$ cat config.mk
export PLATFORM = sky130hd
export DESIGN_NAME = lw_sha_core_arbiter_flat
export DESIGN_NICKNAME = d
export VERILOG_FILES = /design/src/rtl/lw_sha_core_arbiter_if.sv /design/src/rtl/lw_sha_core_arbiter.sv /design/src/flat_wrapper.sv
export SDC_FILE = /design/constraint.sdc
export NUM_CORES = 1
export LEC_CHECK = 0
export ABC_AREA = 1
export CORE_AREA = 2 2 91 93
export CTS_CLUSTER_DIAMETER = 200
export DETAILED_ROUTE_END_ITERATION = 10
export DIE_AREA = 0 0 93 95
export GPL_TIMING_DRIVEN = 0
export HOLD_SLACK_MARGIN = 0.02
export PLACE_DENSITY = 0.74
export SLEW_MARGIN = 20
export SYNTH_ARGS = -nofsm -noshare
export SYNTH_HDL_FRONTEND = slang
export SYNTH_SLANG_ARGS = --single-unit
$ cat constraint.sdc
create_clock -name clk_i -period 1.6 [get_ports clk_i]
set_input_delay 0.4 -clock clk_i [delete_from_list [all_inputs] [get_ports clk_i]]
set_output_delay 0.4 -clock clk_i [all_outputs]
set_load 0.02 [all_outputs]
$ cat src/rtl/lw_sha_core_arbiter_if.sv
// Requester-side and core-side native signal bundle for lw_sha_core_arbiter.
// The arbiter connects through the slave modport; requesters plus core use master.
interface lw_sha_core_arbiter_if #(
    parameter int NUM_REQ   = 2,
    parameter int WORD_SIZE = 64
);
    logic [NUM_REQ-1:0]           req_start_i;
    logic [4*NUM_REQ-1:0]         req_opcode_i;
    logic [NUM_REQ-1:0]           req_valid_i;
    logic [NUM_REQ-1:0]           req_last_i;
    logic [WORD_SIZE*NUM_REQ-1:0] req_data_i;
    logic [NUM_REQ-1:0]           req_abort_i;
    logic [NUM_REQ-1:0]           req_grant_o;
    logic [NUM_REQ-1:0]           req_ready_o;
    logic [NUM_REQ-1:0]           req_done_o;
    logic [NUM_REQ-1:0]           req_err_o;
    logic                         core_start_o;
    logic [3:0]                   core_opcode_o;
    logic                         core_valid_o;
    logic [WORD_SIZE-1:0]         core_data_o;
    logic                         core_last_o;
    logic                         core_abort_o;
    logic                         core_ready_i;
    logic                         core_idle_i;
    logic                         core_done_i;
    logic                         fault_inj_det_i;
    logic                         fault_o;

    modport slave (
        input  req_start_i, req_opcode_i, req_valid_i, req_last_i, req_data_i, req_abort_i,
        input  core_ready_i, core_idle_i, core_done_i, fault_inj_det_i,
        output req_grant_o, req_ready_o, req_done_o, req_err_o,
        output core_start_o, core_opcode_o, core_valid_o, core_data_o, core_last_o, core_abort_o,
        output fault_o
    );

    modport master (
        output req_start_i, req_opcode_i, req_valid_i, req_last_i, req_data_i, req_abort_i,
        output core_ready_i, core_idle_i, core_done_i, fault_inj_det_i,
        input  req_grant_o, req_ready_o, req_done_o, req_err_o,
        input  core_start_o, core_opcode_o, core_valid_o, core_data_o, core_last_o, core_abort_o,
        input  fault_o
    );
endinterface

$ cat src/rtl/lw_sha_core_arbiter.sv
// Round-robin per-message arbiter sharing one SHA core between NUM_REQ requesters.
// Optional stall watchdog enabled by defining SHA_ARB_TIMEOUT_EN.
module lw_sha_core_arbiter #(
    parameter int NUM_REQ        = 2,
    parameter int WORD_SIZE      = 64,
    parameter int TIMEOUT_CYCLES = 1024
) (
    input  logic                 clk_i,
    input  logic                 resetn_i,
    lw_sha_core_arbiter_if.slave sha_bus
);
    localparam int IW = (NUM_REQ > 2) ? 2 : 1;

    typedef enum logic [2:0] {
        S_IDLE       = 3'd0,
        S_START      = 3'd1,
        S_STREAM     = 3'd2,
        S_WAIT_DONE  = 3'd3,
        S_ABORT      = 3'd4,
        S_ABORT_WAIT = 3'd5
    } state_t;

    if (NUM_REQ < 2 || NUM_REQ > 4 || TIMEOUT_CYCLES < 2 || TIMEOUT_CYCLES > 65536) begin : g_param_check
        $error("lw_sha_core_arbiter: unsupported NUM_REQ or TIMEOUT_CYCLES");
    end

    // First requester at or after ptr, wrapping; MSB flags that one was found.
    function automatic logic [IW:0] rr_pick(input logic [NUM_REQ-1:0] reqs, input logic [IW-1:0] ptr);
        logic [IW:0] res;
        int          idx;
        res = '0;
        for (int k = NUM_REQ - 1; k >= 0; k--) begin
            idx = (int'(ptr) + k) % NUM_REQ;
            res = reqs[idx] ? {1'b1, IW'(idx)} : res;
        end
        return res;
    endfunction

    function automatic logic [IW-1:0] rr_next(input logic [IW-1:0] g);
        return (int'(g) == NUM_REQ - 1) ? '0 : g + IW'(1);
    endfunction

    state_t               r_state, w_state_nxt;
    logic [IW-1:0]        r_owner, w_owner_nxt;
    logic [IW-1:0]        r_rr_ptr, w_rr_ptr_nxt;
    logic [NUM_REQ-1:0]   r_grant, w_grant_nxt;
    logic [NUM_REQ-1:0]   r_done, w_done_nxt;
    logic [NUM_REQ-1:0]   r_err, w_err_nxt;
    logic [3:0]           r_opcode, w_opcode_nxt;
    logic                 r_core_start, w_core_start_nxt;
    logic                 r_core_last, w_core_last_nxt;
    logic                 r_core_abort, w_core_abort_nxt;
    logic                 r_fault, r_fault_d;

    logic [IW:0]          w_pick;
    logic [NUM_REQ-1:0]   w_pick_onehot;
    logic                 w_streaming;
    logic                 w_own_valid, w_own_last, w_own_abort;
    logic [WORD_SIZE-1:0] w_own_data;
    logic                 w_core_valid;
    logic                 w_beat;
    logic                 w_fault_rise;
    logic                 w_timeout;

    assign w_pick        = rr_pick(sha_bus.req_start_i, r_rr_ptr);
    assign w_pick_onehot = {{(NUM_REQ-1){1'b0}}, 1'b1} << w_pick[IW-1:0];
    assign w_streaming   = (r_state == S_STREAM);
    assign w_own_valid   = sha_bus.req_valid_i[r_owner];
    assign w_own_last    = sha_bus.req_last_i[r_owner];
    assign w_own_abort   = sha_bus.req_abort_i[r_owner];
    assign w_own_data    = sha_bus.req_data_i[int'(r_owner)*WORD_SIZE +: WORD_SIZE];
    // An abort in the same cycle as a word suppresses that word.
    assign w_core_valid  = w_streaming & w_own_valid & ~w_own_abort;
    assign w_beat        = w_core_valid & sha_bus.core_ready_i;
    assign w_fault_rise  = sha_bus.fault_inj_det_i & ~r_fault_d;

`ifdef SHA_ARB_TIMEOUT_EN
    logic [15:0] r_stall;
    logic        w_stall_run;

    assign w_stall_run = (r_state == S_STREAM) || (r_state == S_WAIT_DONE);
    assign w_timeout   = w_stall_run && (r_stall == 16'(TIMEOUT_CYCLES - 1));

    // Stall counter: restarts on every beat, on core done and whenever the state changes
    always_ff @(posedge clk_i or negedge resetn_i) begin
        if (!resetn_i) begin
            r_stall <= 16'd0;
        end else if (!w_stall_run || (w_state_nxt != r_state) || w_beat || sha_bus.core_done_i) begin
            r_stall <= 16'd0;
        end else begin
            r_stall <= r_stall + 16'd1;
        end
    end
`else
    assign w_timeout = 1'b0;
`endif

    // Next-state, ownership and pulse generation
    always_comb begin
        w_state_nxt      = r_state;
        w_owner_nxt      = r_owner;
        w_rr_ptr_nxt     = r_rr_ptr;
        w_grant_nxt      = r_grant;
        w_opcode_nxt     = r_opcode;
        w_core_start_nxt = 1'b0;
        w_core_last_nxt  = 1'b0;
        w_core_abort_nxt = 1'b0;
        w_done_nxt       = '0;
        w_err_nxt        = '0;
        case (r_state)
            S_IDLE: begin
                if (sha_bus.core_idle_i && w_pick[IW] && !r_fault && !sha_bus.fault_inj_det_i) begin
                    w_state_nxt      = S_START;
                    w_owner_nxt      = w_pick[IW-1:0];
                    w_grant_nxt      = w_pick_onehot;
                    w_opcode_nxt     = sha_bus.req_opcode_i[int'(w_pick[IW-1:0])*4 +: 4];
                    w_core_start_nxt = 1'b1;
                end else begin
                    w_grant_nxt = '0;
                end
            end
            S_START: begin
                if (w_own_abort || w_fault_rise) begin
                    w_state_nxt      = S_ABORT;
                    w_core_abort_nxt = 1'b1;
                end else begin
                    w_state_nxt = S_STREAM;
                end
            end
            S_STREAM: begin
                if (w_own_abort || w_fault_rise || w_timeout) begin
                    w_state_nxt      = S_ABORT;
                    w_core_abort_nxt = 1'b1;
                end else if (w_beat && w_own_last) begin
                    w_state_nxt     = S_WAIT_DONE;
                    w_core_last_nxt = 1'b1;
                end else begin
                    w_state_nxt = S_STREAM;
                end
            end
            S_WAIT_DONE: begin
                // A completed hash is delivered even if an abort arrives alongside it.
                if (sha_bus.core_done_i) begin
                    w_state_nxt  = S_IDLE;
                    w_done_nxt   = r_grant;
                    w_grant_nxt  = '0;
                    w_rr_ptr_nxt = rr_next(r_owner);
                end else if (w_own_abort || w_fault_rise || w_timeout) begin
                    w_state_nxt      = S_ABORT;
                    w_core_abort_nxt = 1'b1;
                end else begin
                    w_state_nxt = S_WAIT_DONE;
                end
            end
            S_ABORT: begin
                w_state_nxt = S_ABORT_WAIT;
            end
            S_ABORT_WAIT: begin
                if (sha_bus.core_idle_i) begin
                    w_state_nxt  = S_IDLE;
                    w_err_nxt    = r_grant;
                    w_grant_nxt  = '0;
                    w_rr_ptr_nxt = rr_next(r_owner);
                end else begin
                    w_state_nxt = S_ABORT_WAIT;
                end
            end
            default: begin
                w_state_nxt = S_IDLE;
                w_grant_nxt = '0;
            end
        endcase
    end

    // State, ownership and registered pulse outputs
    always_ff @(posedge clk_i or negedge resetn_i) begin
        if (!resetn_i) begin
            r_state      <= S_IDLE;
            r_owner      <= '0;
            r_rr_ptr     <= '0;
            r_grant      <= '0;
            r_opcode     <= 4'd0;
            r_core_start <= 1'b0;
            r_core_last  <= 1'b0;
            r_core_abort <= 1'b0;
            r_done       <= '0;
            r_err        <= '0;
        end else begin
            r_state      <= w_state_nxt;
            r_owner      <= w_owner_nxt;
            r_rr_ptr     <= w_rr_ptr_nxt;
            r_grant      <= w_grant_nxt;
            r_opcode     <= w_opcode_nxt;
            r_core_start <= w_core_start_nxt;
            r_core_last  <= w_core_last_nxt;
            r_core_abort <= w_core_abort_nxt;
            r_done       <= w_done_nxt;
            r_err        <= w_err_nxt;
        end
    end

    // Sticky fault flag plus previous-cycle sample for edge detection
    always_ff @(posedge clk_i or negedge resetn_i) begin
        if (!resetn_i) begin
            r_fault   <= 1'b0;
            r_fault_d <= 1'b0;
        end else begin
            r_fault   <= r_fault | sha_bus.fault_inj_det_i;
            r_fault_d <= sha_bus.fault_inj_det_i;
        end
    end

    assign sha_bus.req_grant_o   = r_grant;
    assign sha_bus.req_ready_o   = (w_streaming && sha_bus.core_ready_i) ? r_grant : '0;
    assign sha_bus.req_done_o    = r_done;
    assign sha_bus.req_err_o     = r_err;
    assign sha_bus.core_start_o  = r_core_start;
    assign sha_bus.core_opcode_o = r_opcode;
    assign sha_bus.core_valid_o  = w_core_valid;
    assign sha_bus.core_data_o   = w_streaming ? w_own_data : '0;
    assign sha_bus.core_last_o   = r_core_last;
    assign sha_bus.core_abort_o  = r_core_abort;
    assign sha_bus.fault_o       = r_fault;
endmodule

$ cat src/flat_wrapper.sv
// flat-port wrapper written by rule: the top's interface ports become plain ports
module lw_sha_core_arbiter_flat 
#(
    parameter int NUM_REQ        = 2,
    parameter int WORD_SIZE      = 64,
    parameter int TIMEOUT_CYCLES = 1024
)
  (clk_i, resetn_i, sha_bus_req_start_i, sha_bus_req_opcode_i, sha_bus_req_valid_i, sha_bus_req_last_i, sha_bus_req_data_i, sha_bus_req_abort_i, sha_bus_core_ready_i, sha_bus_core_idle_i, sha_bus_core_done_i, sha_bus_fault_inj_det_i, sha_bus_req_grant_o, sha_bus_req_ready_o, sha_bus_req_done_o, sha_bus_req_err_o, sha_bus_core_start_o, sha_bus_core_opcode_o, sha_bus_core_valid_o, sha_bus_core_data_o, sha_bus_core_last_o, sha_bus_core_abort_o, sha_bus_fault_o);
  lw_sha_core_arbiter_if #(.NUM_REQ(NUM_REQ), .WORD_SIZE(WORD_SIZE)) sha_bus_i ();
  input  logic clk_i;
  input  logic resetn_i;
  input wire logic [$bits(sha_bus_i.req_start_i)-1:0] sha_bus_req_start_i;
  input wire logic [$bits(sha_bus_i.req_opcode_i)-1:0] sha_bus_req_opcode_i;
  input wire logic [$bits(sha_bus_i.req_valid_i)-1:0] sha_bus_req_valid_i;
  input wire logic [$bits(sha_bus_i.req_last_i)-1:0] sha_bus_req_last_i;
  input wire logic [$bits(sha_bus_i.req_data_i)-1:0] sha_bus_req_data_i;
  input wire logic [$bits(sha_bus_i.req_abort_i)-1:0] sha_bus_req_abort_i;
  input wire logic [$bits(sha_bus_i.core_ready_i)-1:0] sha_bus_core_ready_i;
  input wire logic [$bits(sha_bus_i.core_idle_i)-1:0] sha_bus_core_idle_i;
  input wire logic [$bits(sha_bus_i.core_done_i)-1:0] sha_bus_core_done_i;
  input wire logic [$bits(sha_bus_i.fault_inj_det_i)-1:0] sha_bus_fault_inj_det_i;
  output wire logic [$bits(sha_bus_i.req_grant_o)-1:0] sha_bus_req_grant_o;
  output wire logic [$bits(sha_bus_i.req_ready_o)-1:0] sha_bus_req_ready_o;
  output wire logic [$bits(sha_bus_i.req_done_o)-1:0] sha_bus_req_done_o;
  output wire logic [$bits(sha_bus_i.req_err_o)-1:0] sha_bus_req_err_o;
  output wire logic [$bits(sha_bus_i.core_start_o)-1:0] sha_bus_core_start_o;
  output wire logic [$bits(sha_bus_i.core_opcode_o)-1:0] sha_bus_core_opcode_o;
  output wire logic [$bits(sha_bus_i.core_valid_o)-1:0] sha_bus_core_valid_o;
  output wire logic [$bits(sha_bus_i.core_data_o)-1:0] sha_bus_core_data_o;
  output wire logic [$bits(sha_bus_i.core_last_o)-1:0] sha_bus_core_last_o;
  output wire logic [$bits(sha_bus_i.core_abort_o)-1:0] sha_bus_core_abort_o;
  output wire logic [$bits(sha_bus_i.fault_o)-1:0] sha_bus_fault_o;
  assign sha_bus_i.req_start_i = sha_bus_req_start_i;
  assign sha_bus_i.req_opcode_i = sha_bus_req_opcode_i;
  assign sha_bus_i.req_valid_i = sha_bus_req_valid_i;
  assign sha_bus_i.req_last_i = sha_bus_req_last_i;
  assign sha_bus_i.req_data_i = sha_bus_req_data_i;
  assign sha_bus_i.req_abort_i = sha_bus_req_abort_i;
  assign sha_bus_i.core_ready_i = sha_bus_core_ready_i;
  assign sha_bus_i.core_idle_i = sha_bus_core_idle_i;
  assign sha_bus_i.core_done_i = sha_bus_core_done_i;
  assign sha_bus_i.fault_inj_det_i = sha_bus_fault_inj_det_i;
  assign sha_bus_req_grant_o = sha_bus_i.req_grant_o;
  assign sha_bus_req_ready_o = sha_bus_i.req_ready_o;
  assign sha_bus_req_done_o = sha_bus_i.req_done_o;
  assign sha_bus_req_err_o = sha_bus_i.req_err_o;
  assign sha_bus_core_start_o = sha_bus_i.core_start_o;
  assign sha_bus_core_opcode_o = sha_bus_i.core_opcode_o;
  assign sha_bus_core_valid_o = sha_bus_i.core_valid_o;
  assign sha_bus_core_data_o = sha_bus_i.core_data_o;
  assign sha_bus_core_last_o = sha_bus_i.core_last_o;
  assign sha_bus_core_abort_o = sha_bus_i.core_abort_o;
  assign sha_bus_fault_o = sha_bus_i.fault_o;
  lw_sha_core_arbiter #(.NUM_REQ(NUM_REQ), .WORD_SIZE(WORD_SIZE), .TIMEOUT_CYCLES(TIMEOUT_CYCLES)) u_core (.clk_i(clk_i), .resetn_i(resetn_i), .sha_bus(sha_bus_i));
endmodule
==> metrics.md, run 1 <==
| Metric | Value |
|---|---|
| Status | finished, violations left |
| Violated checks | negative setup slack |
| Starting Density | 0.253 |
| Layout Nets | 749 |
| Chip Width | 93 um |
| Critical Path Slowest Stage Cell | dfrtp_1 |
| Max Cap Viol | 0 |
| Pwr Total | 2.55 mW |
| Unique masters post-synth | 17 |
| Final ANT Viol Nets | 0 |
| Buf+Inv Stages, Crit Path | 5 |
| CP arrival | 1.45 ns |
| Standard-cell rows | 33 |
| Crit share post-route | 1.16 |
| Final Hold Fails | 0 |
| Fillcell total | 657 |
| P&R area growth vs syn | 158% |
| Crit path time final | 1.85 ns |
| GR Util All Layers | 0.212 |
| Worst Path Required | 1.20 ns |
| Detailed Routing Iterations Pass 1 | 5 |
| Avg Cell Area, Syn | 5.82 sq um |
| Setup violators final | 67 |
| Routed vias | 3252 |
| EDFF count, synth | 0 |
| TNS Setup | -13.75 ns |
| Commonest cells in the netlist | nand2_1 (179), a21oi_1 (46), inv_1 (21), a21oi_2 (20), dfrtp_1 (20) |
| Crit path launch type | flip-flop |
| Post-synth top area share | 0.334 |
| Core area | 7930 sq um |
| Share of layout cells above drive strength 1 | 0.333 |
| Max stage delay on crit path | 0.37 ns |
| Most numerous cell in the Yosys netlist | nand2_1 |
| Port bufs | 230 |
| TritonCTS clock tree | done |
| Leakage Power | 2.44 nW |
| Crit path kind | flip-flop to primary output |
| Final setup margin | -0.248 ns |
| CP top delay family | buffers and inverters |
| RSZ-0062 raised after global routing | true |
| Hold Buf Count CTS | 0 |
| VDD IR max | 0.000582 V |
| Fmax | 0.541 GHz |
| Reg clk slew, reported paths | 0.07 ns |
| Main synth FF type | dfrtp_1 |
| CP most frequent cell | buf_6 |
| Syn Nets | 495 |
| Register area share after synthesis | 0.249 |
| Pre-CTS setup slack | -0.589 ns |
| Core Util, Final | 0.653 |
| Worst-case clock buffer depth | 2 |
| Power per cell area | 492 nW/um^2 |
| Max H-tree Level | 1 |
| CTS buffer count | 3 |
| Worst Setup End Kind | primary output |
| Initial DRC Count | 43 |
| Largest cells by area after synthesis | nand2_1 (33%), dfrtp_1 (25%), a21oi_1 (11%) |
| First-pass GRT wire length | 14900 um |
| Worst hold path class | flip-flop to flip-flop |
| DP HPWL | 7980 um |
| Post-DR vias/cell | 4.63 |
| Pin count of the biggest net entering global routing | 21 |
| Post-Syn Instances | 345 |
| Number of global-route vias before repair | 2936 |
| R2R Setup Slk | 0.23 ns |
| #FFs+latches synth | 20 |
| Clock Skews | 0.00357 ns |
| Leading area contributor after synthesis | nand2_1 |
| Final GP Congestion | 0.932 |
| Worst Max-Slew Pin Slew | 0.868 ns |
| Post-route DRC | 0 |
| Clock insertion delay at the later pin of the skew report | 0.25 ns |
| Initial antenna violation count | 2 |
| Worst path cell trace | buf_6 > clkinv_8 > clkbuf_16 > buf_8 > nand2_2 > a21oi_4 > buf_6 |
| Gr ovfl total | 0 |
| Root Driver | clkbuf_8 |
| Ant diodes | 0 |
| CTS sink count | 20 |
| Num ports | 231 |
| Fin Hold WS | 0.477 ns |
| Max-slew violation count | 0 |
| Max_slew headroom | 0.419 |
| Worst Path Max Fanout | 6 |
| Post-synth ARST share | 1.00 |
| Die Ht | 95 um |
| Die area | 8840 sq um |
| Post-Synthesis Cell Area | 2010 sq um |
| Final Routed Wirelength | 10900 um |
| Synthesis warning total | 0 |
| Average wire per standard cell | 15.6 um |
[cells in the final DEF, fill, tap and decap left out]
| cell | n |
|---|---|
| dlymetal6s2s_1 | 3 |
| clkdlybuf4s50_1 | 149 |
| o21ai_0 | 5 |
| inv_1 | 20 |
| nand2_2 | 10 |
| buf_4 | 44 |
| a21oi_1 | 13 |
| clkinv_8 | 1 |
| nor3_4 | 1 |
| buf_2 | 2 |
| nand2_4 | 8 |
| inv_2 | 6 |
| a21oi_2 | 39 |
| dfrtp_2 | 1 |
| nand3_4 | 1 |
| nand2_1 | 162 |
| nor2_4 | 2 |
| clkbuf_16 | 4 |
| nor2_1 | 8 |
| nand3_2 | 1 |
| buf_12 | 5 |
| nor3_1 | 3 |
| dlygate4sd2_1 | 11 |
| a21oi_4 | 14 |
| nor3_2 | 1 |
| buf_6 | 45 |
| dfrtp_1 | 19 |
| buf_8 | 7 |
| nor2_2 | 3 |
| buf_16 | 1 |
| clkbuf_8 | 3 |
| nand3_1 | 5 |
[layer usage]
layer	global-route usage	wire [um]	vias to the layer above
li1	-	-	1580
met1	0.239	4010	1498
met2	0.385	5670	148
met3	0.0678	967	22
met4	0.0564	255	4
met5	0	27	-
[cells by family (layout without fill, tap and decap cells)]
group,after synthesis,count (layout),share of synthesized area
simple gates,205,205,0.404
compound gates,71,71,0.214
buf+inv,49,301,0.133
flops,20,20,0.249
[where the power goes]
part | total [mW] | internal [mW] | switching, mW
Sequential | 0.589 | 0.556 | 0.0328
Combinational | 1.64 | 0.830 | 0.807
Clock | 0.322 | 0.167 | 0.155
[metrics by stage]
step | instances | instance area (sq um)
finish | 702 | 5180
global route | 702 | 5180
CTS | 695 | 4620
detailed placement | 680 | 4480
global placement | 680 | 4480
floorplan | 345 | 2040
[repair_timing]
action                     4_1_cts  5_1_grt
setup endpoints to repair       77       76
buffers inserted                 8        3
cloned                           4        4
gates resized for setup        400      106
pin swaps                        1       17
[area by class of cell]
class / count / area [sq um] / area share
inverter: 27 / 114 / 0.0220
buffer: 22 / 300 / 0.0580
multi-input combinational: 276 / 1590 / 0.306
tap: 105 / 131 / 0.0254
clock buffer: 3 / 41.3 / 0.00797
sequential: 20 / 502 / 0.0969
timing repair buffer: 249 / 2500 / 0.484
[state kept, by name, summed over array words and instances, names as in the netlist]
name / flops
u_core.sha_bus.core_start_o: 1
u_core.r_owner: 1
u_core.sha_bus.core_last_o: 1
u_core.r_rr_ptr: 1
u_core.sha_bus.fault_o: 1
u_core.sha_bus.req_err_o: 2
u_core.sha_bus.core_abort_o: 1
u_core.sha_bus.req_done_o: 2
u_core.sha_bus.core_opcode_o: 4
u_core.r_state: 3
u_core.sha_bus.req_grant_o: 2
u_core.r_fault_d: 1
[worst register-to-register path: cells and delay by family, from the launching register on]
kind                   cells  cell delay (ns)
buffers and inverters      6             0.79
DFF                        1             0.34
AOI/OAI and AO/OA          1             0.16
[path summary, 6_finish.rpt]
path / start / to / cells after the start
max in group asynchronous: resetn_i / u_core.r_state[2] / 1
min in group asynchronous: resetn_i / u_core.sha_bus.core_start_o / 1
worst max-delay path: u_core.r_owner / sha_bus_core_data_o[57] / 7
worst max register to register: u_core.r_owner / u_core.r_owner / 7
worst min register to register: u_core.sha_bus.core_opcode_o[3] / u_core.sha_bus.core_opcode_o[3] / 2
worst min-delay path: u_core.sha_bus.core_opcode_o[3] / u_core.sha_bus.core_opcode_o[3] / 2
(Power assumes the default switching activity.)
==> run 2: changes to the inputs <==
ABC_AREA = not set   (was 1)
CORE_AREA = 2 2 89 91   (was 2 2 91 93)
DIE_AREA = 0 0 91 93   (was 0 0 93 95)
PLACE_DENSITY = 0.75   (was 0.74)
==> metrics.md, run 2 <==
| Metric | Value |
|---|---|
| Final Hold Fails | 0 (unchanged) |
| Average wire per standard cell | 19.6 um (was 15.6 um) |
| Post-Syn Instances | 228 (was 345) |
| VDD IR max | 0.000570 V (was 0.000582 V) |
| TritonCTS clock tree | done (unchanged) |
| TNS Setup | -30.02 ns (was -13.75 ns) |
| Most numerous cell in the Yosys netlist | nor2_1 (was nand2_1) |
| Final instance area | 5450 sq um (was 5180 sq um) |
| Power per cell area | 576 nW/um^2 (was 492 nW/um^2) |
| Max-slew violation count | 0 (unchanged) |
| Initial DRC Count | 28 (was 43) |
| Reg clk slew, reported paths | 0.07 ns (about the same) |
| Worst Max-Slew Pin Slew | 0.866 ns (was 0.868 ns) |
| Max H-tree Level | 1 (unchanged) |
| Synth Area in Compound Gates | 0.0761 (was 0.214) |
| Post-synthesis mux area share | 0.374 (was 0) |
| Commonest non-fill, non-tap cell in the layout | clkdlybuf4s50_1 (was nand2_1) |
| Crit path time final | 2.09 ns (was 1.85 ns) |
| Area share of fa/ha/maj cells after synthesis | 0 (unchanged) |
| Main synth FF type | dfrtp_1 (unchanged) |
| Clock Skews | 0.00747 ns (was 0.00357 ns) |
| Die Ht | 93 um (was 95 um) |
| Setup violators final | 67 (unchanged) |
| Core Util, Final | 0.724 (was 0.653) |
| DP HPWL | 8490 um (was 7980 um) |
| Core area | 7530 sq um (was 7930 sq um) |
| Leading area contributor after synthesis | mux2i_1 (was nand2_1) |
| Post-route DRC | 0 (unchanged) |
| Detailed Routing Iterations Pass 1 | 4 (was 5) |
| Worst-case clock buffer depth | 2 (unchanged) |
| Final ANT Viol Nets | 0 (unchanged) |
| Violated checks | negative setup slack (unchanged) |
| Port bufs | 230 (unchanged) |
| Crit share post-route | 1.31 (was 1.16) |
| Post-synthesis simple-gate area fraction | 0.222 (was 0.404) |
| Fillcell total | 531 (was 657) |
| GR Util All Layers | 0.247 (was 0.212) |
| Initial antenna violation count | 1 (was 2) |
| CTS sink count | 20 (unchanged) |
| Ant diodes | 0 (unchanged) |
| Synth Area in XOR/XNOR | 0 (unchanged) |
| Status | finished, violations left (unchanged) |
| Final Non-Filler Cells | 576 (was 702) |
| CTS buffer count | 3 (unchanged) |
| First-pass GRT wire length | 16300 um (was 14900 um) |
| Root Driver | clkbuf_8 (unchanged) |
| CP arrival | 1.69 ns (was 1.45 ns) |
| Worst path cell trace | or3b_4 > clkbuf_16 > clkbuf_16 > nor2_4 > buf_6 (was buf_6 > clkinv_8 > clkbuf_16 > buf_8 > nand2_2 > a21oi_4 > buf_6) |
| Commonest cells in the netlist | nor2_1 (70), mux2i_1 (69), dfrtp_1 (20), buf_2 (9), clkbuf_1 (8) (was nand2_1 (179), a21oi_1 (46), inv_1 (21), a21oi_2 (20), dfrtp_1 (20)) |
| Post-DR vias/cell | 4.80 (was 4.63) |
| Crit path launch type | flip-flop (unchanged) |
| Clock insertion delay at the later pin of the skew report | 0.26 ns (was 0.25 ns) |
| Largest cells by area after synthesis | mux2i_1 (37%), dfrtp_1 (27%), nor2_1 (14%) (was nand2_1 (33%), dfrtp_1 (25%), a21oi_1 (11%)) |
| Syn Nets | 378 (was 495) |
| Number of global-route vias before repair | 2821 (was 2936) |
| Synthesis warning total | 0 (unchanged) |
| Critical Path Slowest Stage Cell | or3b_4 (was dfrtp_1) |
| Final GP Congestion | 0.884 (was 0.932) |
| Max stage delay on crit path | 0.46 ns (was 0.37 ns) |
| Worst Path Required | 1.20 ns (about the same) |
| Max_slew headroom | 0.421 (was 0.419) |
| Die area | 8460 sq um (was 8840 sq um) |
| Layout Nets | 625 (was 749) |
| Unique masters post-synth | 34 (was 17) |
| Num ports | 231 (unchanged) |
| Register area share after synthesis | 0.267 (was 0.249) |
| Avg Cell Area, Syn | 8.22 sq um (was 5.82 sq um) |
| RSZ-0062 raised after global routing | true (unchanged) |
| Standard-cell rows | 32 (was 33) |
| Post-Synthesis Cell Area | 1870 sq um (was 2010 sq um) |
| Worst Path Max Fanout | 5 (was 6) |
| Crit path kind | flip-flop to primary output (unchanged) |
| Max FFs per register | 4 (unchanged) |
| Share of layout cells above drive strength 1 | 0.432 (was 0.333) |
| Leakage Power | 2.54 nW (was 2.44 nW) |
| Hold Buf Count CTS | 0 (unchanged) |
| Main combinational cell family by area after synthesis | multiplexers (was simple AND/OR/NAND/NOR gates) |
| Worst hold path class | flip-flop to flip-flop (unchanged) |
| #FFs+latches synth | 20 (unchanged) |
| Starting Density | 0.249 (was 0.253) |
| Pin count of the biggest net entering global routing | 21 (unchanged) |
| Routed vias | 2766 (was 3252) |
| Post-synth top area share | 0.368 (was 0.334) |
| Worst Setup End Kind | primary output (unchanged) |
| Final Routed Wirelength | 11300 um (was 10900 um) |
| Fmax | 0.479 GHz (was 0.541 GHz) |
| Chip Width | 91 um (was 93 um) |
| CP most frequent cell | clkbuf_16 (was buf_6) |
| P&R area growth vs syn | 191% (was 158%) |
| Gr ovfl total | 0 (unchanged) |
| Most frequent cells in the layout | clkdlybuf4s50_1 (147), buf_6 (73), nor2_4 (61) (was nand2_1 (162), clkdlybuf4s50_1 (149), buf_6 (45)) |
| Final setup margin | -0.489 ns (was -0.248 ns) |
| EDFF count, synth | 0 (unchanged) |
| Max Cap Viol | 0 (unchanged) |
| Cell Area, Placed | 4580 sq um (was 4480 sq um) |
| Post-synth ARST share | 1.00 (unchanged) |
| Placed cells | 560 (was 680) |
-- run 2: changes by cell type after synthesis, sizes merged, moves of 4 or more --
cell and change:
a21oi -58, nand3 -7, buf -11, o21ai -4
nand2 -178, and3 +5, mux2i +69, nor2 +57
clkbuf +8, inv -21
-- run 2: repair_timing --
item	in CTS	in global routing
resized for setup	455	101
setup endpoints to repair	85	76
cloned	7	0
hold endpoints to repair	0	0
pin swaps	8	33
setup buffers	2	3
-- run 2: worst max-delay path, delay by kind of cell (launching register included) --
family                 cells  cell delay [ns]
flip-flops                 1             0.40
buffers and inverters      3             0.48
AND/OR/NAND/NOR            2             0.55
-- run 2: per-layer routing --
layer | vias to the layer above | track usage | wire length, um
met5 | - | 0 | 13
met2 | 151 | 0.427 | 5620
li1 | 1283 | - | -
met1 | 1310 | 0.269 | 3960
met4 | 2 | 0.0492 | 238
met3 | 20 | 0.134 | 1430
-- run 2: logic make-up (layout without fill, tap and decap cells) --
logic type | Yosys count | count (layout)
flip-flops | 20 | 20
AND/OR/NAND/NOR | 93 | 93
multiplexers | 70 | 70
AO/OA/AOI/OAI | 20 | 20
buffers and inverters | 25 | 271
-- run 2: per-stage QoR --
| step | worst slack (ns) | total power [mW] | hold slack, ns |
|---|---|---|---|
| 3_5_place_dp | -0.807 | 2.20 | 0.499 |
| 2_1_floorplan | -0.216 | 1.41 | 0.104 |
| 4_1_cts | -0.494 | 2.91 | 0.513 |
| 5_1_grt | -0.577 | 3.29 | 0.541 |
| 6_report | -0.489 | 3.14 | 0.512 |
| 3_3_place_gp | -0.787 | 2.18 | 0.477 |
-- run 2: worst paths after layout --
path	start	endpoint	slack (ns)	cells past startpoint
min reg2reg	u_core.sha_bus.fault_o	u_core.sha_bus.fault_o	0.51	2
max	u_core.r_state[2]	sha_bus_core_data_o[46]	-0.49	5
min	u_core.sha_bus.fault_o	u_core.sha_bus.fault_o	0.51	2
min in group asynchronous	resetn_i	u_core.sha_bus.core_opcode_o[2]	0.63	1
max in group asynchronous	resetn_i	u_core.sha_bus.req_err_o[1]	0.43	1
max reg2reg	u_core.r_state[2]	u_core.r_state[0]	0.03	5
-- run 2: final cells by class --
| type | instances | area, sq um | area share |
|---|---|---|---|
| Inverter | 6 | 22.5 | 0.00413 |
| Sequential cell | 20 | 500 | 0.0918 |
| Multi-Input combinational cell | 183 | 1880 | 0.344 |
| Buffer | 19 | 299 | 0.0548 |
| Tap cell | 102 | 128 | 0.0234 |
| Timing Repair Buffer | 242 | 2570 | 0.472 |
| Clock buffer | 4 | 55.1 | 0.0101 |
-- run 2: report_power, final --
group,switching (mW),total (mW),internal (mW)
registers,0.0389,0.604,0.565
clock network,0.163,0.382,0.219
logic,1.00,2.16,1.15
total,1.20,3.14,1.94
